**src/rtl/fetch_ctrl_pkg.sv**
```systemverilog
// Shared types and constants for the instruction fetch controller and its skid entry.
// No logic; widths, state encoding, reset PC default and enable levels only.
package fetch_ctrl_pkg;

    localparam int unsigned INST_ADDR_W = 32;
    localparam int unsigned INST_W      = 32;

    typedef logic [INST_ADDR_W-1:0] inst_addr_t;
    typedef logic [INST_W-1:0]      inst_t;

    localparam inst_addr_t RESET_PC_DEF = 32'h0000_0000;
    localparam inst_addr_t PC_STEP      = 32'd4;
    localparam inst_addr_t ALIGN_MASK   = 32'hFFFF_FFFC;

    localparam logic EN  = 1'b1;
    localparam logic DIS = 1'b0;

    typedef enum logic [1:0] {
        ST_IDLE = 2'd0,
        ST_REQ  = 2'd1,
        ST_DROP = 2'd2,
        ST_HOLD = 2'd3
    } fetch_state_e;

    function automatic inst_addr_t align_pc(input inst_addr_t a);
        return a & ALIGN_MASK;
    endfunction

endpackage

```
**src/rtl/fetch_skid.sv**
```systemverilog
// One-entry holding slot for an instruction that returned while the decode stage was stalled.
// Load/unload/clear take effect on the next edge; clear and unload win over load.
module fetch_skid
    import fetch_ctrl_pkg::*;
(
    input  logic       clk,
    input  logic       rst,
    input  logic       load_i,
    input  logic       unload_i,
    input  logic       clear_i,
    input  inst_addr_t pc_i,
    input  inst_t      inst_i,
    output logic       vld_o,
    output inst_addr_t pc_o,
    output inst_t      inst_o
);

    logic       vld_q,  vld_d;
    inst_addr_t pc_q,   pc_d;
    inst_t      inst_q, inst_d;

    always_comb begin
        vld_d  = vld_q;
        pc_d   = pc_q;
        inst_d = inst_q;
        if (clear_i || unload_i) begin
            vld_d = DIS;
        end else if (load_i) begin
            vld_d  = EN;
            pc_d   = pc_i;
            inst_d = inst_i;
        end
    end

    always_ff @(posedge clk or negedge rst) begin
        if (!rst) begin
            vld_q  <= DIS;
            pc_q   <= '0;
            inst_q <= '0;
        end else begin
            vld_q  <= vld_d;
            pc_q   <= pc_d;
            inst_q <= inst_d;
        end
    end

    assign vld_o  = vld_q;
    assign pc_o   = pc_q;
    assign inst_o = inst_q;

endmodule

```
**src/rtl/fetch_ctrl.sv**
```systemverilog
// Instruction fetch controller: one outstanding memory request, redirect handling, skid on stall.
// Delivery registered one edge after ack; stall holds outputs, a returning fetch parks in the skid.
module fetch_ctrl
    import fetch_ctrl_pkg::*;
#(
    parameter inst_addr_t RESET_PC = RESET_PC_DEF
) (
    input  logic       clk,
    input  logic       rst,
    input  logic       stall_i,
    input  logic       branch_i,
    input  inst_addr_t branch_target_i,
    input  logic       flush_i,
    input  inst_addr_t flush_pc_i,
    output logic       inst_req_o,
    output inst_addr_t inst_addr_o,
    input  logic       inst_ack_i,
    input  inst_t      inst_rdata_i,
    output logic       if_valid_o,
    output inst_addr_t if_pc_o,
    output inst_t      if_inst_o
);

    fetch_state_e st_q,      st_d;
    logic         req_q,     req_d;
    inst_addr_t   addr_q,    addr_d;
    inst_addr_t   tgt_q,     tgt_d;
    logic         vld_q,     vld_d;
    inst_addr_t   if_pc_q,   if_pc_d;
    inst_t        if_inst_q, if_inst_d;

    logic         redirect;
    inst_addr_t   redir_tgt;
    logic         skid_load, skid_unload, skid_clear;
    logic         skid_vld;
    inst_addr_t   skid_pc;
    inst_t        skid_inst;

    assign redirect  = flush_i | branch_i;
    assign redir_tgt = align_pc(flush_i ? flush_pc_i : branch_target_i);

    always_comb begin
        st_d        = st_q;
        req_d       = req_q;
        addr_d      = addr_q;
        tgt_d       = tgt_q;
        vld_d       = vld_q;
        if_pc_d     = if_pc_q;
        if_inst_d   = if_inst_q;
        skid_load   = DIS;
        skid_unload = DIS;
        skid_clear  = DIS;

        if (redirect) begin
            vld_d      = DIS;
            skid_clear = EN;
            // A request still in flight must finish before the target can be fetched.
            if (req_q && !inst_ack_i) begin
                st_d  = ST_DROP;
                tgt_d = redir_tgt;
            end else begin
                st_d   = ST_REQ;
                req_d  = EN;
                addr_d = redir_tgt;
            end
        end else begin
            case (st_q)
                ST_IDLE: begin
                    st_d  = ST_REQ;
                    req_d = EN;
                end
                ST_REQ: begin
                    if (inst_ack_i) begin
                        addr_d = addr_q + PC_STEP;
                        if (stall_i) begin
                            skid_load = EN;
                            req_d     = DIS;
                            st_d      = ST_HOLD;
                        end else begin
                            vld_d     = EN;
                            if_pc_d   = addr_q;
                            if_inst_d = inst_rdata_i;
                        end
                    end else if (!stall_i) begin
                        vld_d = DIS;
                    end
                end
                ST_DROP: begin
                    if (inst_ack_i) begin
                        st_d   = ST_REQ;
                        addr_d = tgt_q;
                    end
                end
                ST_HOLD: begin
                    if (!stall_i) begin
                        vld_d       = skid_vld;
                        if_pc_d     = skid_pc;
                        if_inst_d   = skid_inst;
                        skid_unload = EN;
                        req_d       = EN;
                        st_d        = ST_REQ;
                    end
                end
                default: st_d = ST_IDLE;
            endcase
        end
    end

    always_ff @(posedge clk or negedge rst) begin
        if (!rst) begin
            st_q      <= ST_IDLE;
            req_q     <= DIS;
            addr_q    <= RESET_PC;
            tgt_q     <= RESET_PC;
            vld_q     <= DIS;
            if_pc_q   <= '0;
            if_inst_q <= '0;
        end else begin
            st_q      <= st_d;
            req_q     <= req_d;
            addr_q    <= addr_d;
            tgt_q     <= tgt_d;
            vld_q     <= vld_d;
            if_pc_q   <= if_pc_d;
            if_inst_q <= if_inst_d;
        end
    end

    fetch_skid u_skid (
        .clk      (clk),
        .rst      (rst),
        .load_i   (skid_load),
        .unload_i (skid_unload),
        .clear_i  (skid_clear),
        .pc_i     (addr_q),
        .inst_i   (inst_rdata_i),
        .vld_o    (skid_vld),
        .pc_o     (skid_pc),
        .inst_o   (skid_inst)
    );

    assign inst_req_o  = req_q;
    assign inst_addr_o = addr_q;
    assign if_valid_o  = vld_q;
    assign if_pc_o     = if_pc_q;
    assign if_inst_o   = if_inst_q;

endmodule

```
**config.mk**
```make
export PLATFORM = sky130hd
export DESIGN_NAME = fetch_ctrl
export DESIGN_NICKNAME = d
export VERILOG_FILES = /design/src/rtl/fetch_ctrl_pkg.sv /design/src/rtl/fetch_skid.sv /design/src/rtl/fetch_ctrl.sv
export SDC_FILE = /design/constraint.sdc
export NUM_CORES = 1
export LEC_CHECK = 0
export CORE_ASPECT_RATIO = 0.8
export CORE_MARGIN = 4
export CORE_UTILIZATION = 40
export DETAILED_ROUTE_END_ITERATION = 10
export SETUP_SLACK_MARGIN = 0.3
export SYNTH_ARGS = -nofsm -noshare
export SYNTH_HDL_FRONTEND = slang
export SYNTH_HIERARCHICAL = 1
export SYNTH_SLANG_ARGS = --single-unit
```
**constraint.sdc**
```tcl
create_clock -name clk -period 2.7 [get_ports clk]
set_clock_uncertainty 0.05 [all_clocks]
set_input_delay 0.27 -clock clk [delete_from_list [all_inputs] [get_ports clk]]
set_output_delay 0.27 -clock clk [all_outputs]
set_load 0.1 [all_outputs]
```
======== After elaboration in Yosys (flattened, before gate mapping) ========
Cells that the tools add are included.
storage, ports and cells
  flip-flop bits (word level) ............. 195
operators by class
  eq/ne operators ......................... 12
  bitwise operators ....................... 3
  add/subtract/negate cells ............... 1
  reduce and logical (&&, ||, !) cells .... 16
  mux-type cells .......................... 42
operators by type and width
  kind                                            count
  2-to-1 mux 32 bit                               11
  one-hot mux 32 bit (2 select lines)             3
  adder 32 x 3 -> 32 bit (second input constant)  1
  2-to-1 mux 1 bit                                19
  inequality test 3 bit (second input constant)   5
  2-to-1 mux 2 bit                                6
  AND reduction 5 bit                             2
  inequality test 2 bit (second input constant)   4
  one-hot mux 2 bit (4 select lines)              1
  AND reduction 4 bit                             2
  nonzero test 3 bit                              2
  == test 2 bit (second input constant)           2
  AND reduction 2 bit                             2
  nonzero test 2 bit                              2
  nonzero test 4 bit                              1
  one-hot mux 1 bit (3 select lines)              1
  AND reduction 3 bit                             1
  == test 2 x 1 -> 1 bit (second input constant)  1
  zero test 2 bit                                 1
  NOT 1 bit                                       2
  one-hot mux 1 bit (2 select lines)              1
  logical AND 1 bit                               1
  zero test 1 bit                                 1
  logical OR 1 bit                                1
  bitwise OR 1 bit                                1

======== Logic depth before layout (Yosys ltp) ========
Gate-level depths: netlist of run 1.
  word-level depth ........................ 6
  mapped depth ............................ 8
  gate-level depth less buffers ........... 6

======== Modules after synthesis ========
The synthesis of run 1 kept the hierarchy.
by module, submodules not included
  module      cells each  area an instance (um2)  times used  sequential area each (um2)
  fetch_ctrl  760         7,095.6                 1           3,203.1
  fetch_skid  139         2,725.1                 1           1,626.6

======== Worst setup path before layout of run 1 ========
Ideal clock, no wire load.
  kind .................................... register to register
  start ................................... reg addr_q[2] (netlist: inst_addr_o[2])
  end ..................................... reg addr_q[30] (netlist: inst_addr_o[30])
  setup time .............................. 79 ps
  setup slack ............................. 212 ps
  arrival ................................. 2,359 ps
  required time ........................... 2,571 ps
  cell stages (with the launch flop) ...... 7
  cell sequence ........................... dfrtp_1 -> ha_1 -> nand3_4 -> nor4_4 -> nand3_1 -> o31ai_2 -> o2bb2ai_1
between the ends
  longest elaborated chain between the ends .. 4
ends and longest elaborated chain
  item                                 line               text
  from (decl)                          fetch_ctrl.sv:26   inst_addr_t addr_q, addr_d;
  from (signal assigned)               fetch_ctrl.sv:121  addr_q <= addr_d;
  adder 32 x 3 -> 32 bit               fetch_ctrl.sv:74   addr_d = addr_q + PC_STEP;
  2-to-1 mux 32 bit                    fetch_ctrl.sv:73   if (inst_ack_i) begin
  one-hot mux 32 bit (2 select lines)  fetch_ctrl.sv:67   case (st_q)
  2-to-1 mux 32 bit                    fetch_ctrl.sv:54   if (redirect) begin
Every way passes these cells. The select of a mux whose other input is x is not followed.
A chain may end at the register's enable or synchronous reset.

======== Worst setup path after layout of run 1 ========
  start ................................... reg st_q[0]
  end ..................................... reg u_skid.pc_q[21] (netlist: u_skid/pc_o[21])
RTL lines
  item                           line               text
  from (decl)                    fetch_ctrl.sv:24   fetch_state_e st_q, st_d;
  from (signal assigned)         fetch_ctrl.sv:119  st_q <= st_d;
  == test 2 x 1 -> 1 bit         fetch_ctrl.sv:67
  2-to-1 mux 1 bit               fetch_ctrl.sv:67
  2-to-1 mux 1 bit               fetch_ctrl.sv:54
  net skid_load                  fetch_ctrl.sv:34   logic skid_load, skid_unload, skid_clear;
  AND reduction 2 bit (no line)  -
  to (signal assigned)           fetch_skid.sv:42   pc_q <= pc_d;
  to (decl)                      fetch_skid.sv:19   inst_addr_t pc_q, pc_d;
The timed path passes the listed nets, and every way through them passes these cells.

==> results.py, run 1 <==
metrics = {
    "detailed_routing": {
        "viasPerCell": 5.35,
        "wl_per_cell_um": 18.3,
        "antenna_left": 0,
        "drcViolationCount": 0,
        "num_vias": 7462,
        "wirelength_um": 25500,
        "drt_first_pass_iters": 5,
        "drtIter0Drc": 595,
    },
    "synth": {
        "yosysTopAreaCellShare": 0.492,
        "synth_flop_cell": "dfrtp_1",
        "synth_largest_area_cell": "dfrtp_1",
        "synthTopCellsByArea": "dfrtp_1 (49%), mux2i_1 (9.4%), mux2_4 (9.2%)",
        "synth_edf_count": 0,
        "synth_cell_type_count": 69,
        "netlist_area_mm2": 0.00982,
        "synth_seq_area_share": 0.492,
        "syn_inst": 899,
        "ys_ff_latch": 193,
        "synth_common_cells": "dfrtp_1 (193), nor2_1 (99), mux2i_1 (92)",
        "yosysMostFrequentCell": "dfrtp_1",
        "syn_area_per_cell_um2": 10.9,
        "ys_warn_count": 6,
        "async_reset_ff_frac": 1.00,
    },
    "timing": {
        "relSlewSlack": 0.577,
        "finalSetupTns_ns": 0,
        "drv_slew": 0,
        "fmax_ghz": 0.456,
        "period_minus_slack_ns": 2.19,
        "setup_viol_count_final": 0,
        "hold_viol_final": 0,
        "tightest_slew_ns": 0.633,
        "rsz0062_at_grt": "false",
        "fin_crit_sh": 0.813,
    },
    "setup_path": {
        "start_kind": "register",
        "r2r_slack_ns": 0.51,
        "path_delay_family": "simple AND/OR/NAND/NOR gates",
        "r2r-end": "u_skid/pc_o[21]",
        "timing.rr.start": "st_q[0]",
        "crit_path_cell_trace": "nor2b_1 > nand3_1 > nor2_1 > nor3b_4 > buf_12 > mux2_4",
        "slowest_stage": "dfrtp_1",
        "cp.depth": 6,
        "cpPeakStageDelay_ns": 0.54,
        "cp.required_ns": 2.96,
        "arrival_ns": 2.45,
        "cp_max_fo": 38,
        "cp-endpoint": "u_skid/pc_o[21]",
        "ff2ff_path_depth": 6,
        "path_class": "register to register",
        "crit_start": "st_q[0]",
        "path_buf_inv": 1,
        "critical_path.endpoint_type": "register",
    },
    "finish": {
        "syn_to_final_growth_pct": 26.2,
        "finalNetCount": 1175,
        "antennaDiodeCount": 0,
        "drive_gt1_frac": 0.225,
        "final_core_util": 0.521,
    },
    "pwr": {
        "clkPwrFrac": 0.220,
        "p_leak_uw": 0.00569,
        "p_int_uw": 5990,
        "p_per_area_mw_per_mm2": 923,
        "combPwrFrac": 0.429,
        "ir_worst_vdd_mv": 0.650,
        "total_power_uw": 11400,
        "pwr-share-seq": 0.351,
        "p_sw_uw": 5450,
        "p_sw_frac": 0.476,
    },
    "die": {
        "die_h_um": 148,
        "rows": 50,
        "die_w_um": 183,
        "die_area_mm2": 0.0271,
        "start_util": 0.413,
        "core_area_mm2": 0.0238,
        "pin_count": 200,
    },
    "grt": {
        "overflow": 0,
        "antenna_found_initial": 1,
        "grt_max_degree": 71,
        "grt_pass1_vias": 7359,
        "track_usage": 0.188,
        "grt_first_pass_wirelength_um": 41000,
    },
    "cts": {
        "clock_path_buffers": 2,
        "postCtsSetupBuffers": 0,
        "cts_tree": "done",
        "clock_latency_ns": 0.43,
        "cts_sinks": 193,
        "clk_pin_slew_ns": 0.07,
        "cts_made_buffers": 17,
        "clockRootBuffer": "clkbuf_16",
        "htree_levels": 4,
    },
    "run": {
        "max_cap_viol_count": 0,
    },
    "hold_path": {
        "holdPathStages": 4,
        "worstHoldPathType": "primary input to register",
    },
    "placed_design": {
        "port_buffers": 193,
        "globalplace.congestion": 0.833,
        "detailed_place_hpwl_um": 17700,
    },
    "run_status": {
        "outcome": "finished, final reports clean",
    },
}
timing repair:
item / CTS / global route
endpoints found under the setup margin: 0 / 0
hold buffers: 1 / 0
resized for setup: 0 / 0
hold endpoints to repair: 63 / 0
stage by stage:
stage / setup slack, ns / std cells / instance area [um^2] / hold WS, ns
global placement: 0.406 / 1364 / 11800 / 0.276
floorplan: 0.360 / 902 / 9840 / -0.0756
CTS: 0.518 / 1396 / 12400 / 0.233
finish: 0.506 / 1396 / 12400 / 0.248
global route: 0.353 / 1396 / 12400 / 0.243
detailed placement: 0.392 / 1364 / 11800 / 0.274
worst min-delay path by stage:
stage / startpoint / endpoint
6_report: flush_i / u_skid/vld_o
5_1_grt: flush_i / u_skid/vld_o
3_3_place_gp: rst / tgt_q[12]
2_1_floorplan: rst / if_inst_o[0]
3_5_place_dp: rst / tgt_q[12]
4_1_cts: flush_i / u_skid/vld_o
cells by family after synthesis:
kind of cell / share of synthesized area
compound gates: 0.142
xor+xnor: 0.000892
fa+ha+maj: 0.00127
buf+inv: 0.0485
flops: 0.492
mux: 0.191
other cells: 0.000382
simple gates: 0.124
metal layers:
layer  share of wire  vias to the layer above  wire length [um]  GRT usage
met5         0.00051                        -                13          0
met4          0.0061                        2               155     0.0361
met3           0.075                       12              1910     0.0484
met2            0.45                      229             11400      0.282
met1            0.47                     3642             12000      0.277
li1                -                     3577                 -          -
cell usage in the layout (no fill, tap or decap), types with 3 or more instances in the layout:
cell               n
nor4_1             3
mux2i_1           92
a22oi_1            7
mux2_2             5
and2_1             3
dfrtp_2            3
inv_8              3
o2bb2ai_1          3
dfrtp_1          190
a211oi_1           3
o22a_1             6
a21oi_1           90
nand4_4            3
and3_1             7
nand4_1           11
clkinv_4           5
clkbuf_16         17
buf_12             9
conb_1             4
a221oi_1          11
buf_4            112
nand2b_1           5
mux2_4            60
nor2b_1            6
clkdlybuf4s50_1   95
nand3_1           13
o21ai_0           50
nor2_1            98
o31ai_1            4
o21ai_1           18
a22o_1             4
a31oi_1           12
nand2_1           57
inv_1              8
nor3_1            12
sequential cells by signal, indices dropped and copies added (netlist names):
name,cells
u_skid/pc_o,32
u_skid/inst_o,32
if_pc_o,32
u_skid/vld_o,1
inst_addr_o,30
tgt_q,30
if_valid_o,1
inst_req_o,1
if_inst_o,32
st_q,2
area by class of cell:
class | instances | area, um^2
clock buffers | 18 | 429
inverters | 9 | 33.8
well taps | 312 | 390
repair buffers | 219 | 2000
clock inverters | 13 | 149
multi-input cells | 632 | 4550
flip-flops and latches | 193 | 4830
fillers | 2167 | 11400
tightest hold or removal path, delay by kind of cell:
kind / cells / cell delay (ns)
buffers and inverters: 2 / 0.27
AND/OR/NAND/NOR: 2 / 0.14
power by group through the flow:
stage               Sequential (uW)  Combinational [uW]  Clock [uW]
floorplan                      6600                1090           0
global placement               4070                4900           0
detailed placement             4060                4940           0
CTS                            4020                4950        2590
global route                   4110                5130        2710
finish                         4020                4910        2510
(Power assumes the default switching activity.)
==> run 2: changes to the inputs <==
- clock period: 2.7 -> 2.05 ns (I/O delays scaled with it)
==> run 2 against run 1 <==
  * Highest routed layer unchanged
  * Routed wire length grew 14%
  * Utilization grew 5.8 points
  * Global-route usage grew 0.54 points
  * Non-clock buffer count grew 92
  * Combinational power grew 43%
==> results.py, run 2 (synthesized netlist as in run 1, its figures left out) <==
metrics = {
    "timing": {
        "hold_viol_final": 0,
        "period_minus_slack_ns": 1.89,
        "fin_hold_ws_ns": 0.155,
        "drv_slew": 0,
        "finalSetupTns_ns": 0,
        "rsz0062_at_grt": "true",
        "fin_crit_sh": 0.924,
        "layout_setup_ws_ns": 0.156,
        "fmax_ghz": 0.528,
        "setup_viol_count_final": 0,
    },
    "detailed_routing": {
        "route.met3.wl_um": 2010,
        "wl_met1_um": 13400,
        "antenna_left": 0,
        "top_layer": "met5",
        "drtIter0Drc": 574,
        "num_vias": 7980,
        "viasPerCell": 5.37,
        "route.met2.wl_um": 13200,
        "wirelength_um": 28900,
        "drcViolationCount": 0,
        "drt_first_pass_iters": 7,
        "wl_per_cell_um": 19.5,
    },
    "placed_design": {
        "detailed_place_hpwl_um": 18400,
        "placed_cells": 1392,
        "port_buffers": 193,
        "pre_cts_slack_ns": -0.0839,
        "globalplace.congestion": 0.880,
    },
    "pwr": {
        "p_sw_frac": 0.467,
        "clkPwrFrac": 0.213,
        "total_power_uw": 15600,
        "combPwrFrac": 0.448,
        "pwr-share-seq": 0.339,
        "p_leak_uw": 0.00631,
        "ir_worst_vdd_mv": 0.989,
        "p_per_area_mw_per_mm2": 1140,
        "p_int_uw": 8340,
        "p_sw_uw": 7300,
    },
    "cts": {
        "clk_pin_slew_ns": 0.07,
        "cts_sinks": 193,
        "cts_made_buffers": 17,
        "htree_levels": 4,
        "clock_latency_ns": 0.43,
        "clockRootBuffer": "clkbuf_16",
        "clock_path_buffers": 2,
        "cts_tree": "done",
    },
    "finish": {
        "n_fill_cell": 2042,
        "syn_to_final_growth_pct": 40.1,
        "multiInputGateArea_mm2": 0.00481,
        "fin_cells": 1487,
        "seq_area_mm2": 0.00492,
        "antennaDiodeCount": 0,
        "finalNetCount": 1267,
        "layout_commonest_cell": "buf_4",
        "drive_gt1_frac": 0.334,
        "final_cell_mix": "buf_4 (165), dfrtp_1 (163), clkdlybuf4s50_1 (95)",
    },
    "die": {
        "die_area_mm2": 0.0271,
        "die_h_um": 148,
        "rows": 50,
        "pin_count": 200,
        "die_w_um": 183,
        "start_util": 0.413,
        "core_area_mm2": 0.0238,
    },
    "setup_path": {
        "path_delay_family": "simple AND/OR/NAND/NOR gates",
        "slowest_stage": "dfrtp_1",
        "crit_path_cell_trace": "nor2b_4 > nand3_2 > nor2_2 > nor3b_4 > buf_12 > buf_12 > clkbuf_16 > mux2_4",
        "cp_common_cell": "buf_12",
        "arrival_ns": 2.16,
        "critical_path.endpoint_type": "register",
        "path_buf_inv": 3,
        "start_kind": "register",
        "cpPeakStageDelay_ns": 0.42,
        "cp_max_fo": 8,
        "path_class": "register to register",
        "cp.required_ns": 2.32,
    },
    "grt": {
        "grt_first_pass_wirelength_um": 41900,
        "grt_max_degree": 77,
        "track_usage": 0.193,
        "grt_pass1_vias": 7450,
        "antenna_found_initial": 1,
        "overflow": 0,
    },
    "hold_path": {
        "worstHoldPathType": "primary input to register",
    },
    "run": {
        "max_cap_viol_count": 0,
    },
    "run_status": {
        "outcome": "finished, final reports clean",
    },
}
==> run 2: per-stage QoR <==
| stage | utilization | cell area, um^2 |
|---|---|---|
| 2_1_floorplan | - | 10000 |
| 3_3_place_gp | 0.515 | 12200 |
| 3_5_place_dp | 0.515 | 12200 |
| 4_1_cts | 0.549 | 13100 |
| 5_1_grt | 0.579 | 13800 |
| 6_report | 0.579 | 13800 |
==> run 2: cell type report <==
| type | count | area share |
|---|---|---|
| clock buffers | 18 | 0.0312 |
| repair buffers | 311 | 0.221 |
| inverters | 9 | 0.00245 |
| flip-flops and latches | 193 | 0.358 |
| multi-input cells | 632 | 0.350 |
| clock inverters | 12 | 0.00982 |
| well taps | 312 | 0.0284 |
==> run 2: repair_timing <==
item | 4_1_cts | 5_1_grt
buffers inserted | 18 | 37
hold buffers | 1 | 0
gates resized for setup | 10 | 59
cloned | 1 | 8
pin swaps | 5 | 17
endpoints found under the hold margin | 39 | 0
setup endpoints to repair | 69 | 94
==> run 2: final timing paths <==
| check | depth (start not counted) | start | to | slack, ns |
|---|---|---|---|---|
| setup / recovery | 8 | st_q[1] | u_skid/inst_o[2] | 0.16 |
| hold / removal | 4 | flush_i | u_skid/vld_o | 0.15 |
| setup reg to reg | 8 | st_q[1] | u_skid/inst_o[2] | 0.16 |
| hold reg to reg | 2 | tgt_q[4] | tgt_q[4] | 0.43 |
| max in group asynchronous | 3 | rst | u_skid/inst_o[6] | 0.95 |
| min in group asynchronous | 2 | rst | tgt_q[12] | 0.22 |
==> run 2: power by group through the flow <==
stage / clock network (uW) / logic, uW / registers [uW]
2_1_floorplan: 0 / 1480 / 8790
4_1_cts: 3390 / 6730 / 5330
3_3_place_gp: 0 / 6570 / 5420
3_5_place_dp: 0 / 6620 / 5420
6_report: 3330 / 7000 / 5310
5_1_grt: 3530 / 7290 / 5410
==> run 2: worst min-delay path, delay by kind of cell <==
| kind | cells | cell delay [ns] |
|---|---|---|
| AND/OR/NAND/NOR | 2 | 0.14 |
| buffers and inverters | 2 | 0.26 |
==> run 2: metal layers <==
layer | global-route usage | up-vias
li1 | - | 3763
met1 | 0.275 | 3940
met2 | 0.300 | 248
met3 | 0.0511 | 27
met4 | 0.0380 | 2
met5 | 0 | -
